**src/rtl/psx_controller_frame_pkg.sv**
```systemverilog
// Shared definitions for the PSX pad frame engine: FSM states, command bytes, reply marker, frame lengths.
// Latency: n/a (types and constants only).
// Backpressure: n/a.
package psx_pkg;

    typedef enum logic [2:0] {
        ST_IDLE  = 3'd0,
        ST_SETUP = 3'd1,
        ST_XFER  = 3'd2,
        ST_CHECK = 3'd3,
        ST_HOLD  = 3'd4
    } state_e;

    localparam logic [7:0] CMD_START = 8'h01;
    localparam logic [7:0] CMD_POLL  = 8'h42;
    localparam logic [7:0] CMD_IDLE  = 8'h00;
    localparam logic [7:0] ACK_MARK  = 8'h5A;

    localparam logic [3:0] DIGITAL_BYTES = 4'd5;
    localparam logic [3:0] ANALOG_BYTES  = 4'd9;

    // Command byte sent at a given frame index; wide index so a saturated count never wraps to 0.
    function automatic logic [7:0] cmd_byte(input logic [4:0] idx);
        case (idx)
            5'd0:    return CMD_START;
            5'd1:    return CMD_POLL;
            default: return CMD_IDLE;
        endcase
    endfunction

endpackage

```
**src/rtl/psx_byte_shifter.sv**
```systemverilog
// Pad bit engine: c_clk edge detect, CMD shift-out on falling edges, DATA shift-in (LSB first) on rising edges.
// Latency: cmd updates one cycle after a falling edge is seen; byte_done pulses one cycle after the 8th rising edge.
// Backpressure: none; paced entirely by c_clk, idle (cmd=1, counters cleared) whenever en is low.
module psx_byte_shifter
    import psx_pkg::*;
(
    input  logic       clk,
    input  logic       rst_n,
    input  logic       en,
    input  logic       c_clk,
    input  logic       dat,
    input  logic [7:0] tx_next,
    output logic       cmd,
    output logic       byte_done,
    output logic [7:0] rx_byte
);

    logic       c_clk_q;
    logic       dat_q;
    logic [7:0] tx_sr_q;
    logic [7:0] rx_sr_q;
    logic [2:0] bit_cnt_q;
    logic       cmd_q;
    logic       done_q;
    logic       fall;
    logic       rise;

    assign fall = en &  c_clk_q & ~c_clk;
    assign rise = en & ~c_clk_q &  c_clk;

    always_ff @(posedge clk or negedge rst_n) begin
        if (!rst_n) begin
            c_clk_q   <= 1'b1;
            dat_q     <= 1'b1;
            tx_sr_q   <= CMD_START;
            rx_sr_q   <= '0;
            bit_cnt_q <= '0;
            cmd_q     <= 1'b1;
            done_q    <= 1'b0;
        end else begin
            c_clk_q <= c_clk;
            dat_q   <= dat;
            done_q  <= 1'b0;
            if (!en) begin
                // Parked with the first command byte so entry into a transfer starts cleanly.
                tx_sr_q   <= CMD_START;
                bit_cnt_q <= '0;
                cmd_q     <= 1'b1;
            end else if (fall) begin
                cmd_q   <= tx_sr_q[0];
                tx_sr_q <= {1'b0, tx_sr_q[7:1]};
            end else if (rise) begin
                rx_sr_q <= {dat_q, rx_sr_q[7:1]};
                if (bit_cnt_q == 3'd7) begin
                    bit_cnt_q <= '0;
                    done_q    <= 1'b1;
                    tx_sr_q   <= tx_next;
                    cmd_q     <= 1'b1;
                end else begin
                    bit_cnt_q <= bit_cnt_q + 3'd1;
                end
            end
        end
    end

    assign cmd       = cmd_q;
    assign byte_done = done_q;
    assign rx_byte   = rx_sr_q;

endmodule

```
**src/rtl/psx_controller_frame.sv**
```systemverilog
// PSX pad frame engine (PSX_ANALOG_EN adds the 9-byte analog reply): poll -> ATT low -> gen -> shift -> validate -> publish.
// Latency: gen ATT_SETUP cycles after att_n falls; valid/bad_frame one cycle after the frame check.
// Backpressure: polls outside IDLE are dropped, never queued; HOLDOFF cycles of ATT high separate frames.
module psx_controller_frame
    import psx_pkg::*;
#(
    parameter int unsigned ATT_SETUP = 4,
    parameter int unsigned HOLDOFF   = 8
) (
    input  logic        clk,
    input  logic        rst_n,
    input  logic        poll,
    input  logic        c_clk,
    input  logic        ready,
    input  logic        err,
    input  logic        dat,
    output logic        gen,
    output logic [3:0]  bytes_expected,
    output logic        att_n,
    output logic        cmd,
    output logic        busy,
    output logic [15:0] buttons,
    output logic [7:0]  pad_id,
    output logic [31:0] analog,
    output logic        valid,
    output logic        bad_frame
);

`ifdef PSX_ANALOG_EN
    localparam logic [3:0] BYTES_EXP = ANALOG_BYTES;
`else
    localparam logic [3:0] BYTES_EXP = DIGITAL_BYTES;
`endif
    localparam int unsigned BUF_N = int'(BYTES_EXP);
    localparam int unsigned CNT_W = 8;

    state_e             state_q, state_d;
    logic [CNT_W-1:0]   cnt_q, cnt_d;
    logic               gen_q, gen_d;
    logic               valid_q, valid_d;
    logic               bad_q, bad_d;
    logic [3:0]         byte_cnt_q;
    logic [7:0]         rx_buf_q [BUF_N];
    logic [15:0]        buttons_q;
    logic [7:0]         pad_id_q;
    logic               byte_clr;
    logic               accept;
    logic               byte_done;
    logic [7:0]         rx_byte;
    logic [7:0]         tx_next;
    logic               xfer_en;

    assign xfer_en = (state_q == ST_XFER);
    // The shifter loads the next command while byte_cnt still names the byte just finished.
    assign tx_next = cmd_byte({1'b0, byte_cnt_q} + 5'd1);
    assign accept  = (rx_buf_q[2] == ACK_MARK) && (byte_cnt_q >= BYTES_EXP);

    psx_byte_shifter u_shifter (
        .clk       (clk),
        .rst_n     (rst_n),
        .en        (xfer_en),
        .c_clk     (c_clk),
        .dat       (dat),
        .tx_next   (tx_next),
        .cmd       (cmd),
        .byte_done (byte_done),
        .rx_byte   (rx_byte)
    );

    always_comb begin
        state_d  = state_q;
        cnt_d    = cnt_q;
        gen_d    = 1'b0;
        valid_d  = 1'b0;
        bad_d    = 1'b0;
        byte_clr = 1'b0;
        case (state_q)
            ST_IDLE: begin
                cnt_d = '0;
                if (poll) state_d = ST_SETUP;
            end
            ST_SETUP: begin
                if (cnt_q == CNT_W'(ATT_SETUP - 1)) begin
                    state_d  = ST_XFER;
                    cnt_d    = '0;
                    gen_d    = 1'b1;
                    byte_clr = 1'b1;
                end else begin
                    cnt_d = cnt_q + 1'b1;
                end
            end
            ST_XFER: begin
                if (err) begin
                    state_d = ST_HOLD;
                    bad_d   = 1'b1;
                end else if (ready) begin
                    state_d = ST_CHECK;
                end
            end
            ST_CHECK: begin
                state_d = ST_HOLD;
                valid_d = accept;
                bad_d   = !accept;
            end
            ST_HOLD: begin
                if (cnt_q == CNT_W'(HOLDOFF - 1)) begin
                    state_d = ST_IDLE;
                    cnt_d   = '0;
                end else begin
                    cnt_d = cnt_q + 1'b1;
                end
            end
            default: begin
                state_d = ST_IDLE;
                cnt_d   = '0;
            end
        endcase
    end

    always_ff @(posedge clk or negedge rst_n) begin
        if (!rst_n) begin
            state_q    <= ST_IDLE;
            cnt_q      <= '0;
            gen_q      <= 1'b0;
            valid_q    <= 1'b0;
            bad_q      <= 1'b0;
            byte_cnt_q <= '0;
            buttons_q  <= '0;
            pad_id_q   <= '0;
            for (int i = 0; i < BUF_N; i++) rx_buf_q[i] <= '0;
        end else begin
            state_q <= state_d;
            cnt_q   <= cnt_d;
            gen_q   <= gen_d;
            valid_q <= valid_d;
            bad_q   <= bad_d;
            if (byte_clr) begin
                byte_cnt_q <= '0;
            end else if (byte_done) begin
                // Bytes past the expected length are counted but not stored.
                for (int i = 0; i < BUF_N; i++) begin
                    if (byte_cnt_q == 4'(i)) rx_buf_q[i] <= rx_byte;
                end
                if (byte_cnt_q != 4'hF) byte_cnt_q <= byte_cnt_q + 4'd1;
            end
            if (valid_d) begin
                buttons_q <= ~{rx_buf_q[4], rx_buf_q[3]};
                pad_id_q  <= rx_buf_q[1];
            end
        end
    end

`ifdef PSX_ANALOG_EN
    logic [31:0] analog_q;

    always_ff @(posedge clk or negedge rst_n) begin
        if (!rst_n) begin
            analog_q <= '0;
        end else if (valid_d) begin
            analog_q <= {rx_buf_q[8], rx_buf_q[7], rx_buf_q[6], rx_buf_q[5]};
        end
    end

    assign analog = analog_q;
`else
    assign analog = '0;
`endif

    assign att_n          = !(state_q inside {ST_SETUP, ST_XFER, ST_CHECK});
    assign busy           = (state_q != ST_IDLE);
    assign gen            = gen_q;
    assign bytes_expected = BYTES_EXP;
    assign buttons        = buttons_q;
    assign pad_id         = pad_id_q;
    assign valid          = valid_q;
    assign bad_frame      = bad_q;

endmodule

```
**config.mk**
```make
export PLATFORM = sky130hd
export DESIGN_NAME = psx_controller_frame
export DESIGN_NICKNAME = d
export VERILOG_FILES = /design/src/rtl/psx_controller_frame_pkg.sv /design/src/rtl/psx_byte_shifter.sv /design/src/rtl/psx_controller_frame.sv
export SDC_FILE = /design/constraint.sdc
export NUM_CORES = 1
export LEC_CHECK = 0
export CAP_MARGIN = 30
export CORE_MARGIN = 8
export CORE_UTILIZATION = 30
export CTS_BUF_LIST = sky130_fd_sc_hd__clkbuf_4
export CTS_CLUSTER_SIZE = 16
export DETAILED_ROUTE_END_ITERATION = 12
export SYNTH_ARGS = -nofsm -noshare
export SYNTH_HDL_FRONTEND = slang
export SYNTH_SLANG_ARGS = --single-unit
```
**constraint.sdc**
```tcl
create_clock -name clk -period 3.9 [get_ports clk]
set_clock_uncertainty 0.05 [all_clocks]
set_input_delay 1.17 -clock clk [delete_from_list [all_inputs] [get_ports clk]]
set_output_delay 1.17 -clock clk [all_outputs]
set_load 0.01 [all_outputs]
```
# Word level (Yosys, flattened, before mapping)

Cells that the tools add are included.

Register bits: 97
Bits of input ports: 7
Output and inout bits: 66
Logic and storage cells: 108

Add/sub/neg operators: 4
$lt $le $gt $ge: 1
Equal/unequal tests: 22
Muxes and demuxes: 34
Bitwise operators: 9
Reduce and logical (&&, ||, !) cells: 19

Operator list:

| kind                                                                   | number |
|---|---|
| 8-bit two-way mux                                                      | 6 |
| 3-bit two-way mux                                                      | 9 |
| 8-bit one-hot mux with 3 select lines                                  | 1 |
| 16-bit NOT                                                             | 1 |
| 3-bit one-hot mux with 5 select lines                                  | 1 |
| 3-bit AND reduction                                                    | 5 |
| 7-bit one-hot mux with 2 select lines                                  | 1 |
| 1-bit two-way mux                                                      | 12 |
| 4-bit two-way mux                                                      | 3 |
| 2-bit != test (second input constant)                                  | 5 |
| 3-bit != test (second input constant)                                  | 3 |
| 8-bit by 1-bit adder with 8-bit output (second input constant)         | 1 |
| 4-bit by 2-bit equality test with 1-bit output (second input constant) | 2 |
| 8-bit by 2-bit equality test with 1-bit output (second input constant) | 1 |
| 8-bit by 3-bit equality test with 1-bit output (second input constant) | 1 |
| 8-bit by 7-bit equality test with 1-bit output (second input constant) | 1 |
| 3-bit by 2-bit equality test with 1-bit output (second input constant) | 2 |
| 3-bit equality test (second input constant)                            | 2 |
| 2-bit AND reduction                                                    | 3 |
| 3-bit nonzero test                                                     | 2 |
| 4-bit by 1-bit adder with 5-bit output (second input constant)         | 1 |
| 5-bit by 1-bit equality test with 1-bit output (second input constant) | 1 |
| 5-bit logical NOT                                                      | 1 |
| 4-bit by 1-bit adder with 4-bit output (second input constant)         | 1 |
| 15 further kinds                                                       | 23 |

# Depth between registers and ports, before layout

Gate-level depths: netlist of the first run.

Word-level depth: 7
Depth in mapped cells: 7
Gate-level depth less buffers: 6

# By module

A second synthesis of the first run with hierarchy kept.

Cell total of the unflattened synthesis: 387
Area total of the unflattened synthesis: 4693.3 um2

Modules (own cells, without submodules):

| module               | instances | cells an instance | area each (um2) |
|---|---|---|---|
| psx_controller_frame | 1         | 301               | 3648.5 |
| psx_byte_shifter     | 1         | 86                | 1044.8 |

# Worst setup path before layout of the first run

Ideal clock, no wire load.

Path type: in2reg
From: input c_clk
To: register u_shifter.tx_sr_q[0]
Library setup time: 77 ps
Arrival: 2319 ps
Required time: 3773 ps
Path slack: 1454 ps
Stages on the path: 5
Path buffers: 1
Cell sequence: nor2b_1 and2_1 clkbuf_1 or4b_2 a31oi_1

Longest elaborated chain between the ends: 4
Elaborated cells between the ends (all ways): 8
Classes of those cells: eq/ne (2); mux (2); bitwise (3); reduce/logical (1)

RTL lines:

| element                                                                   | line                       | source |
|---|---|---|
| from (decl)                                                               | psx_controller_frame.sv:13 | `input logic c_clk,` |
| 1-bit NOT                                                                 | psx_byte_shifter.sv:28     | `assign fall = en & c_clk_q & ~c_clk;` |
| 1-bit AND                                                                 | psx_byte_shifter.sv:28     |  |
| 3-bit != test (no source line) or 8-bit two-way mux (tied branches)       | n/a                        |  |
| 2-bit AND reduction (no source line) or 8-bit two-way mux (tied branches) | n/a                        |  |
| to (signal assigned)                                                      | psx_byte_shifter.sv:51     | `tx_sr_q <= {1'b0, tx_sr_q[7:1]};` |
| to (signal assigned)                                                      | psx_byte_shifter.sv:57     | `tx_sr_q <= tx_next;` |
| to (decl)                                                                 | psx_byte_shifter.sv:20     | `logic [7:0] tx_sr_q;` |

Parallel ways exist; a longest one is shown, timed or not.
A chain may end at the register's enable or synchronous reset.

# Worst setup path in the final report of the first run

From: register state_q[0]
To: output att_n

Longest elaborated chain between the ends: 3
Elaborated cells between the ends (all ways): 5
Classes of those cells: eq/ne (3); reduce/logical (2)

RTL lines:

| element                                                                                                          | line                        | source |
|---|---|---|
| from (decl)                                                                                                      | psx_controller_frame.sv:37  | `state_e state_q, state_d;` |
| from (signal assigned)                                                                                           | psx_controller_frame.sv:132 | `state_q <= state_d;` |
| 3-bit by 1-bit equality test with 1-bit output or 3-bit by 2-bit equality test with 1-bit output (tied branches) | psx_controller_frame.sv:169 | `assign att_n = !(state_q inside {ST_SETUP, ST_XFER, ST_CHECK});` |
| 3-bit nonzero test (*)                                                                                           | psx_controller_frame.sv:169 |  |
| 1-bit logical NOT (*)                                                                                            | psx_controller_frame.sv:169 |  |
| to (decl)                                                                                                        | psx_controller_frame.sv:19  | `output logic att_n,` |

Every way passes the cells marked *; elsewhere a longest branch is shown, timed or not.

==> summary.txt, run 1 <==
Status
  • Run status: finished clean

STA
  • Crit path time final: between 3 and 4 ns
  • Final worst slack: roughly 0.8 ns
  • Endpoints failing setup: 0
  • Final Hold Fails: 0
  • Worst Tran Pin Value: 0.691 ns
  • WHS: around 0.41 ns
  • Period utilization: 79.6%
  • Unrepaired setup endpoints after global routing: false
  • Setup TNS: 0 ns
  • Max Slew Vio Count: 0
  • Max Clk Rate: roughly 320 MHz
  • Slew margin rel.: approximately 54%

Worst setup path
  • R2r worst-path depth: 5
  • R2r startpoint: cnt_q[0]
  • Worst Path Arrival: ~1.9 ns
  • Critical path launch point: state_q[0]
  • R2r endpoint: rx_buf_q[25]
  • Crit path capture: att_n
  • CP Launch Type: register
  • WS Path Type: register to primary output
  • Critical Path RT: ~2.7 ns
  • Reg2reg setup slack: 1.12 ns
  • Crit. End Element: primary output
  • Top fanout value on the critical path: 12

Placed design
  • Pre-CTS setup slack: 0.872 ns
  • PortBufs: 36
  • Cell Area, Placed: around 4900 sq um
  • Final HPWL DP: about 6000 microns
  • Placed cell count: approximately 580
  • Final RePlAce weighted congestion: 0.852

Route
  • DR iter-0 viols: roughly 130
  • WL/cell: roughly 14 microns
  • Initial DRT Pass Iterations: 4
  • ANT nets after route: 0
  • DR vias/cell: 4.44
  • Residual DRC: 0
  • Total Wirelength: 8370 microns
  • Vias: approximately 2,700

Final layout
  • Most frequent cells in the layout: 92 x dfrtp_1, 36 x conb_1, 35 x clkdlybuf4s50_1
  • Layout cells sized above 1: between 10% and 20%
  • Commonest non-fill, non-tap cell in the layout: dfrtp_1
  • Finished Layout Cells: 600
  • Final core occ: 34.0%
  • Fin area: 5090 sq um
  • Fillers: between 1,000 and 1,500
  • Area grow syn2layout: 12.0%
  • Nets: 422
  • Diode count: 0
  • Footprint of the multi-input gates: roughly 1800 sq um
  • Seq. cell area: around 2400 sq um

Clock network
  • CTS tree: built
  • Total CTS buffers: 9
  • Total number of H-tree levels: 3
  • Clock root buffer: clkbuf_4
  • CTS Hold Bufs: 0
  • TritonCTS Sinks: 96
  • Worst-path clk slew: 0.15 ns
  • Clk Latency, worst-skew pair: 0.45 ns
  • Clock Tree Buf Depth: 2
  • Total setup buffers inserted after CTS: 0
  • Number of gates resized after cts: 0

Floorplanning
  • Die X: between 100 and 150 microns
  • Starting Density: a little under a third
  • Row cnt: 45
  • Die ar.: 19,300 sq um
  • I/O Pins: between 70 and 80
  • DIE HEIGHT: ~140 microns
  • CORE AREA: roughly 15,000 sq um

Global route
  • Met3 global-route usage: ~3.6%
  • Busiest grt layer: met2
  • Met1 Use GR: 11.1%
  • Vias in the first global route: between 2,000 and 3,000
  • Total gr overflow: 0
  • Initial antenna violation count: 0
  • Grt met2 use: about 14%
  • GRT Total Usage: 9.10%
  • Maximum number of pins on one net before global-route repair: 52
  • First-pass GRT wire length: about 14,000 microns

Power and ir drop
  • Total power: approximately 2 mW
  • Switch share: between 30% and 40%
  • Share of total power in combinational logic: ~16%
  • Clock network fraction of total power: around 27%
  • Flop pwr share: a little under three fifths
  • Power per cell area: 383 nW/um^2
  • NetSw: 0.590 mW
  • P_int: around 1.4 mW
  • Leak: between 2 and 2.5 nW
  • Peak supply drop: between 0.0002 and 0.00025 V

Synth
  • Avg Inst Size Synth: about 12 sq um
  • Post-synth ARST share: 100%
  • FF+latch count, synth: 96
  • Seq/Total Area, Yosys: a little over half
  • Area contributors post-synth: dfrtp_1 51%, mux2_4 7.9%, mux2_2 6.2%
  • Syn Inst Count: ~370
  • Yosys Warn Count: 0
  • Synth top area share: 50.7%
  • Yosys cell types: 50
  • Netlist Area Pre-Place: between 4000 and 5000 sq um
  • Cell taking the most area after synthesis: dfrtp_1
  • Ys flop type: dfrtp_1
  • Post-synth EDFFs: 0

Worst hold path
  • Hold Crit Class: register to register

Flow run
  • MaxCap Viol Count: 0
==> how the worst min path moves through the flow <==
stage / start / to / cells after the start / slack, ns
final: rx_buf_q[2] / buttons[10] / 1 / 0.41
after global routing: rx_buf_q[3] / buttons[11] / 1 / 0.43
after CTS: rx_buf_q[2] / buttons[10] / 1 / 0.41
after detailed placement: rx_buf_q[2] / buttons[10] / 1 / 0.39
after global placement: rx_buf_q[0] / buttons[8] / 1 / 0.39
after floorplan: rx_buf_q[2] / buttons[10] / 1 / 0.37
==> cells in the mapped netlist (7+ instances only) <==
library cell  instances
nor2_1               22
mux2i_1              16
mux2_2               25
dfrtp_1              92
nor3_1                7
clkbuf_1              7
a21oi_1              12
nand2_1              13
ha_1                  8
mux2_4               24
buf_4                36
inv_1                26
==> power groups by stage <==
stage	Clock, mW	Sequential, mW	Combinational [mW]
finish	0.533	1.11	0.307
global route	0.598	1.12	0.345
CTS	0.563	1.11	0.310
detailed placement	0	1.13	0.308
global placement	0	1.13	0.298
floorplan	0	1.08	0.256
==> logic make-up (layout without fill, tap and decap cells) <==
family / count (synthesis) / count (layout) / share of synthesized area [%]
compound gates: 34 / 34 / 4.85
simple gates: 87 / 87 / 11.3
xor+xnor: 6 / 6 / 1.16
mux: 65 / 65 / 17.7
buf+inv: 74 / 80 / 9.64
flops: 96 / 96 / 53.0
other cells: 2 / 36 / 0.165
fa+ha+maj: 8 / 8 / 2.20
==> worst max-delay path: stages, from the launching register on <==
cell and delay (ns):
dfrtp_1 0.55, nor2_1 0.19, inv_1 0.08, nand2_1 0.08, clkdlybuf4s50_1 0.53
==> flip-flops by register name, indices dropped and copies added (netlist names), 3 cells and up <==
signal / count
cnt_q: 8
pad_id: 8
u_shifter.bit_cnt_q: 3
byte_cnt_q: 4
u_shifter.tx_sr_q: 7
state_q: 3
rx_buf_q: 32
buttons: 16
u_shifter.rx_byte: 8
==> cell type report <==
| cell class | instances | area share, % |
|---|---|---|
| Inverter | 26 | 1.92 |
| Clock inverter | 7 | 1.40 |
| Multi-Input combinational cell | 236 | 35.8 |
| Tap cell | 188 | 4.62 |
| Timing Repair Buffer | 38 | 7.58 |
| Sequential cell | 96 | 47.3 |
| Clock buffer | 9 | 1.33 |
==> routing by layer <==
metal | part of all wire, % | vias up
met3 | 5.9 | 11
met5 | 0 | -
li1 | - | 1278
met2 | 47 | 56
met1 | 46 | 1320
met4 | 1.5 | 0
Power figures use the tool's default switching activity.
==> run 2, diff against run 1 <==
clock period = 2.5 ns   (was 3.9 ns; I/O delays follow)
==> summary.txt, run 2 (same netlist as run 1, synthesis figures left out) <==
Status
  • Run status: finished clean

Worst setup path
  • Critical Path RT: 2.79 ns (+0.11 ns)
  • Top fanout value on the critical path: 8 (-4)
  • WS Path Type: register to register
  • Crit. End Element: register
  • R2r startpoint: cnt_q[1]
  • Worst Path Arrival: 2.67 ns (+0.78 ns)
  • R2r worst-path depth: 5 (unchanged)
  • R2r endpoint: rx_buf_q[30]
  • Reg2reg setup slack: 0.12 ns (-1.00 ns)
  • CP Launch Type: register

Floorplanning
  • Die X: 139 microns (unchanged)
  • Row cnt: 45 (unchanged)
  • I/O Pins: 73 (unchanged)
  • Die ar.: 19,300 sq um (unchanged)
  • Starting Density: 30.3% (unchanged)
  • CORE AREA: 15,000 sq um (unchanged)
  • DIE HEIGHT: 139 microns (unchanged)

Power and ir drop
  • NetSw: 0.941 mW (+60%)
  • Share of total power in combinational logic: 18.0% (+2.3 points)
  • Clock network fraction of total power: 27.8% (+0.4 points)
  • Switch share: 30.3% (about the same)
  • Leak: 2.58 nW (+3.3%)
  • P_int: 2.17 mW (+60%)
  • Flop pwr share: 54.1% (-2.8 points)
  • Peak supply drop: 0.000386 V (+58%)
  • Power per cell area: 597 nW/um^2 (+56%)

Route
  • DR vias/cell: 4.46 (+0.30%)
  • Residual DRC: 0 (unchanged)
  • WL/cell: 13.7 microns (-1.5%)
  • Initial DRT Pass Iterations: 4 (unchanged)
  • Total Wirelength: 8420 microns (+0.62%)
  • DR iter-0 viols: 170 (+36%)
  • Vias: 2,731 (+2.5%)
  • ANT nets after route: 0 (unchanged)

Final layout
  • Diode count: 0 (unchanged)
  • Nets: 435 (+3.1%)
  • Layout cells sized above 1: 21.6% (+3.0 points)
  • Fillers: 1,464 (-1.1%)
  • Most frequent cells in the layout: 91 x dfrtp_1, 36 x conb_1, 33 x clkdlybuf4s50_1
  • Area grow syn2layout: 14.8%
  • Commonest non-fill, non-tap cell in the layout: dfrtp_1
  • Biggest register: rx_buf_q
  • Max reg flops: 32 (unchanged)

STA
  • Setup TNS: 0 ns (unchanged)
  • Period utilization: between 90% and 100%
  • Final worst slack: 0.121 ns (-0.673 ns)
  • Endpoints failing setup: 0 (unchanged)
  • Max Clk Rate: 420 MHz
  • Unrepaired setup endpoints after global routing: false
  • Worst Tran Pin Value: 0.616 ns (-0.0747 ns)
  • Final Hold Fails: 0 (unchanged)
  • Max Slew Vio Count: 0 (unchanged)
  • Slew margin rel.: 58.9% (+5.2 points)
  • Crit path time final: 2.38 ns

Global route
  • First-pass GRT wire length: 14,800 microns (+3.1%)
  • GRT Total Usage: 9.26% (+0.16 points)
  • Total gr overflow: 0 (unchanged)
  • Vias in the first global route: 2,985 (+5.1%)
  • Maximum number of pins on one net before global-route repair: 46 (-12%)
  • Initial antenna violation count: 0 (unchanged)

Clock network
  • TritonCTS Sinks: 96 (unchanged)
  • Worst-path clk slew: 0.15 ns (about the same)
  • Clock root buffer: clkbuf_4
  • Clk Latency, worst-skew pair: 0.45 ns (about the same)
  • CTS tree: built
  • Total CTS buffers: 9 (unchanged)
  • CTS Hold Bufs: 0 (unchanged)
  • Clock Tree Buf Depth: 2 (unchanged)
  • Total number of H-tree levels: 3 (unchanged)

Flow run
  • MaxCap Viol Count: 0 (unchanged)

Placed design
  • Pre-CTS setup slack: 0.0447 ns (-0.827 ns)
  • Final RePlAce weighted congestion: 0.830 (-2.5%)
  • Final HPWL DP: 6090 microns (+1.6%)
  • PortBufs: 36 (unchanged)

Worst hold path
  • Hold Crit Class: input pin to async pin
[run 2: cell types whose count changed in the layout (fill, tap and decap cells not counted), sizes merged]
cell           change
dlygate4sd2        +2
clkinv             -1
clkdlybuf4s50      -2
buf               +13
clkbuf             +1
[run 2: critical path, stage by stage, from the launching register on]
cell and delay [ns]:
dfrtp_1 0.44, ha_1 0.20, or4b_4 0.49, nor4_4 0.29, and4b_1 0.44, mux2_4 0.37
[run 2: timing repair]
| item | in CTS | in global routing |
|---|---|---|
| hold endpoints to repair | 0 | 0 |
| setup buffers | 0 | 0 |
| resized for setup | 3 | 0 |
| setup endpoints to repair | 2 | 0 |
[run 2: worst max-delay path by stage]
stage | startpoint | endpoint | slack (ns)
global placement | c_clk | u_shifter.tx_sr_q[0] | 0.05
floorplan | cnt_q[0] | rx_buf_q[24] | 0.12
CTS | cnt_q[1] | rx_buf_q[30] | 0.11
finish | cnt_q[1] | rx_buf_q[30] | 0.12
global route | cnt_q[1] | rx_buf_q[30] | 0.004
detailed placement | c_clk | u_shifter.tx_sr_q[0] | 0.04
[run 2: per-stage QoR]
stage / power (mW) / utilization, % / std cells / hold slack, ns / cell area, sq um
after floorplan: 2.09 / - / 406 / 0.369 / 4670
after global routing: 3.29 / 34.8 / 613 / 0.110 / 5210
after CTS: 3.15 / 34.8 / 613 / 0.106 / 5210
after detailed placement: 2.28 / 33.8 / 597 / 0.392 / 5060
after global placement: 2.27 / 33.8 / 597 / 0.388 / 5060
final: 3.11 / 34.8 / 613 / 0.134 / 5210
[run 2: area by class of cell]
cell class              instances  area [sq um]  area share [%]
flip-flops and latches         96          2410            46.2
clock inverters                 6          78.8            1.51
repair buffers                 51           493            9.46
inverters                      26          97.6            1.87
clock buffers                  10          75.1            1.44
multi-input cells             236          1820            35.0
well taps                     188           235            4.51
[run 2: power by group through the flow]
stage          sequential, mW  combinational (mW)  clock (mW)
2_1_floorplan            1.69               0.400           0
3_3_place_gp             1.71               0.566           0
3_5_place_dp             1.71               0.573           0
4_1_cts                  1.68               0.559       0.910
5_1_grt                  1.70               0.624       0.969
6_report                 1.68               0.560       0.866
[run 2: layer usage]
metal / wire [microns] / GRT usage [%] / vias to the layer above
met3: 517 / 3.30 / 12
met2: 3900 / 14.6 / 77
met4: 135 / 3.76 / 0
met1: 3870 / 11.3 / 1333
li1: - / - / 1309
met5: 0 / 0 / -
==> run 3, diff against run 2 <==
PLACE_DENSITY = 0.49   (was default)
==> summary.txt, run 3 (same netlist as run 1, synthesis figures left out) <==
Clock network
  • Total number of H-tree levels: 3 (unchanged)
  • Worst-path clk slew: 0.16 ns (about the same)
  • Total CTS buffers: 9 (unchanged)
  • Clock Tree Buf Depth: 2 (unchanged)
  • Clk Latency, worst-skew pair: 0.45 ns (about the same)
  • CTS tree: built
  • Clock root buffer: clkbuf_4
  • TritonCTS Sinks: 96 (unchanged)

STA
  • Final Hold Fails: 0 (unchanged)
  • Endpoints failing setup: 0 (unchanged)
  • Slew margin rel.: 55.5% (-3.4 points)
  • Setup TNS: 0 ns (unchanged)
  • Max Slew Vio Count: 0 (unchanged)
  • Worst Tran Pin Value: 0.662 ns (+0.0465 ns)
  • Period utilization: 93.3% (-1.8 points)
  • Unrepaired setup endpoints after global routing: false
  • Crit path time final: 2.33 ns (-0.0460 ns)
  • Max Clk Rate: 429 MHz (+2.0%)
  • Final worst slack: 0.167 ns (+0.0460 ns)

Placed design
  • PortBufs: 36 (unchanged)
  • Pre-CTS setup slack: 0.0739 ns (+0.0292 ns)
  • Final RePlAce weighted congestion: 0.792 (-4.6%)
  • Final HPWL DP: 6220 microns (+2.1%)

Floorplanning
  • DIE HEIGHT: 139 microns (unchanged)
  • Die X: 139 microns (unchanged)
  • CORE AREA: 15,000 sq um (unchanged)
  • I/O Pins: 73 (unchanged)
  • Die ar.: 19,300 sq um (unchanged)
  • Starting Density: 30.3% (unchanged)
  • Row cnt: 45 (unchanged)

Final layout
  • Nets: 439 (+0.92%)
  • Area grow syn2layout: 16.2%
  • Max reg flops: 32 (unchanged)
  • Commonest non-fill, non-tap cell in the layout: dfrtp_1
  • Most frequent cells in the layout: 91 x dfrtp_1, 36 x conb_1, 33 x clkdlybuf4s50_1
  • Layout cells sized above 1: 22.4% (+0.73 points)
  • Biggest register: rx_buf_q

Power and ir drop
  • Leak: 2.62 nW (+1.4%)
  • Peak supply drop: 0.000288 V (-25%)
  • Power per cell area: 615 nW/um^2 (+3.1%)

Worst setup path
  • Biggest cell delay along the critical path: 0.56 ns (+0.07 ns)
  • Top fanout value on the critical path: 2 (-6)
  • Reg2reg setup slack: 0.20 ns (+0.08 ns)
  • Crit. End Element: primary output
  • Worst Path Arrival: 1.53 ns (-1.14 ns)
  • Worst path slowest cell: dfstp_2
  • WS Path Type: register to primary output
  • Top cell family by delay on the critical path: flip-flops
  • CP Cell Sequence: clkdlybuf4s50_1
  • CP Launch Type: register
  • CP bufs+invs: 1 (+1)
  • Critical Path RT: 1.70 ns (-1.09 ns)

Route
  • WL/cell: 14.1 microns (+2.7%)
  • Vias: 2,681 (-1.8%)
  • Residual DRC: 0 (unchanged)
  • ANT nets after route: 0 (unchanged)
  • Initial DRT Pass Iterations: 4 (unchanged)
  • Total Wirelength: 8720 microns (+3.5%)
  • DR vias/cell: 4.34 (-2.6%)
  • DR iter-0 viols: 118 (-31%)

Global route
  • Grt met2 use: 14.6% (-0.052 points)
  • Met1 Use GR: 12.0% (+0.73 points)
  • Maximum number of pins on one net before global-route repair: 42 (-8.7%)
  • Initial antenna violation count: 1 (+1)
  • Total gr overflow: 0 (unchanged)
  • GRT Total Usage: 9.51% (+0.25 points)
  • Met3 global-route usage: 2.82% (-0.48 points)
  • First-pass GRT wire length: 14,800 microns (-0.32%)
  • Busiest grt layer: met2
  • Vias in the first global route: 2,803 (-6.1%)

Worst hold path
  • Hold Crit Class: input pin to async pin

Flow run
  • MaxCap Viol Count: 0 (unchanged)

Status
  • Run status: finished clean
-- run 3: cell types whose count changed in the layout (fill, tap and decap cells not counted) --
cell	previous run	this run
dlymetal6s2s_1	0	1
buf_12	2	3
clkinv_8	1	0
buf_4	14	17
dlygate4sd2_1	2	1
clkbuf_4	10	9
inv_6	1	2
diode_2	0	1
bufinv_16	1	2
-- run 3: area by class of cell --
cell class              instances  area [sq um]
clock buffers                   9          67.6
fillers                      1493          9700
well taps                     188           235
flip-flops and latches         96          2410
inverters                      26          97.6
clock inverters                 7           101
diodes                          1          2.50
multi-input cells             236          1820
repair buffers                 55           539
-- run 3: per-layer routing --
metal	wire length, microns	up-vias
met4	131	0
met2	4050	48
met3	369	8
met5	0	-
li1	-	1312
met1	4170	1313
-- run 3: path summary, 6_finish.rpt --
kind / from / end / depth (start not counted)
max in group asynchronous: rst_n / state_q[2] / 2
max reg2reg: cnt_q[1] / rx_buf_q[13] / 5
max: u_shifter.cmd / cmd / 1
min: rst_n / rx_buf_q[15] / 1
min reg2reg: rx_buf_q[6] / buttons[14] / 1
min in group clk: rx_buf_q[6] / buttons[14] / 1
-- run 3: per-stage QoR --
| step | power (mW) | util, % | hold slack (ns) | area (sq um) | std cells |
|---|---|---|---|---|---|
| floorplan | 2.09 | - | 0.369 | 4670 | 406 |
| global placement | 2.31 | 34.0 | 0.384 | 5090 | 600 |
| detailed placement | 2.31 | 34.0 | 0.384 | 5090 | 600 |
| CTS | 3.30 | 35.1 | 0.121 | 5260 | 616 |
| global route | 3.44 | 35.2 | 0.142 | 5280 | 618 |
| finish | 3.24 | 35.2 | 0.154 | 5280 | 618 |
-- run 3: what timing repair did --
item / in CTS / in global routing
buffers inserted: 0 / 1
endpoints found under the setup margin: 2 / 1
gates cloned: 0 / 0
hold buffers: 0 / 0
resized for setup: 2 / 1
-- run 3: power by group --
part           leakage (nW)  switching (mW)  internal [mW]
sequential             1.32          0.0497           1.62
combinational          1.22           0.360          0.250
clock                0.0832           0.553          0.414
total                  2.62           0.963           2.28
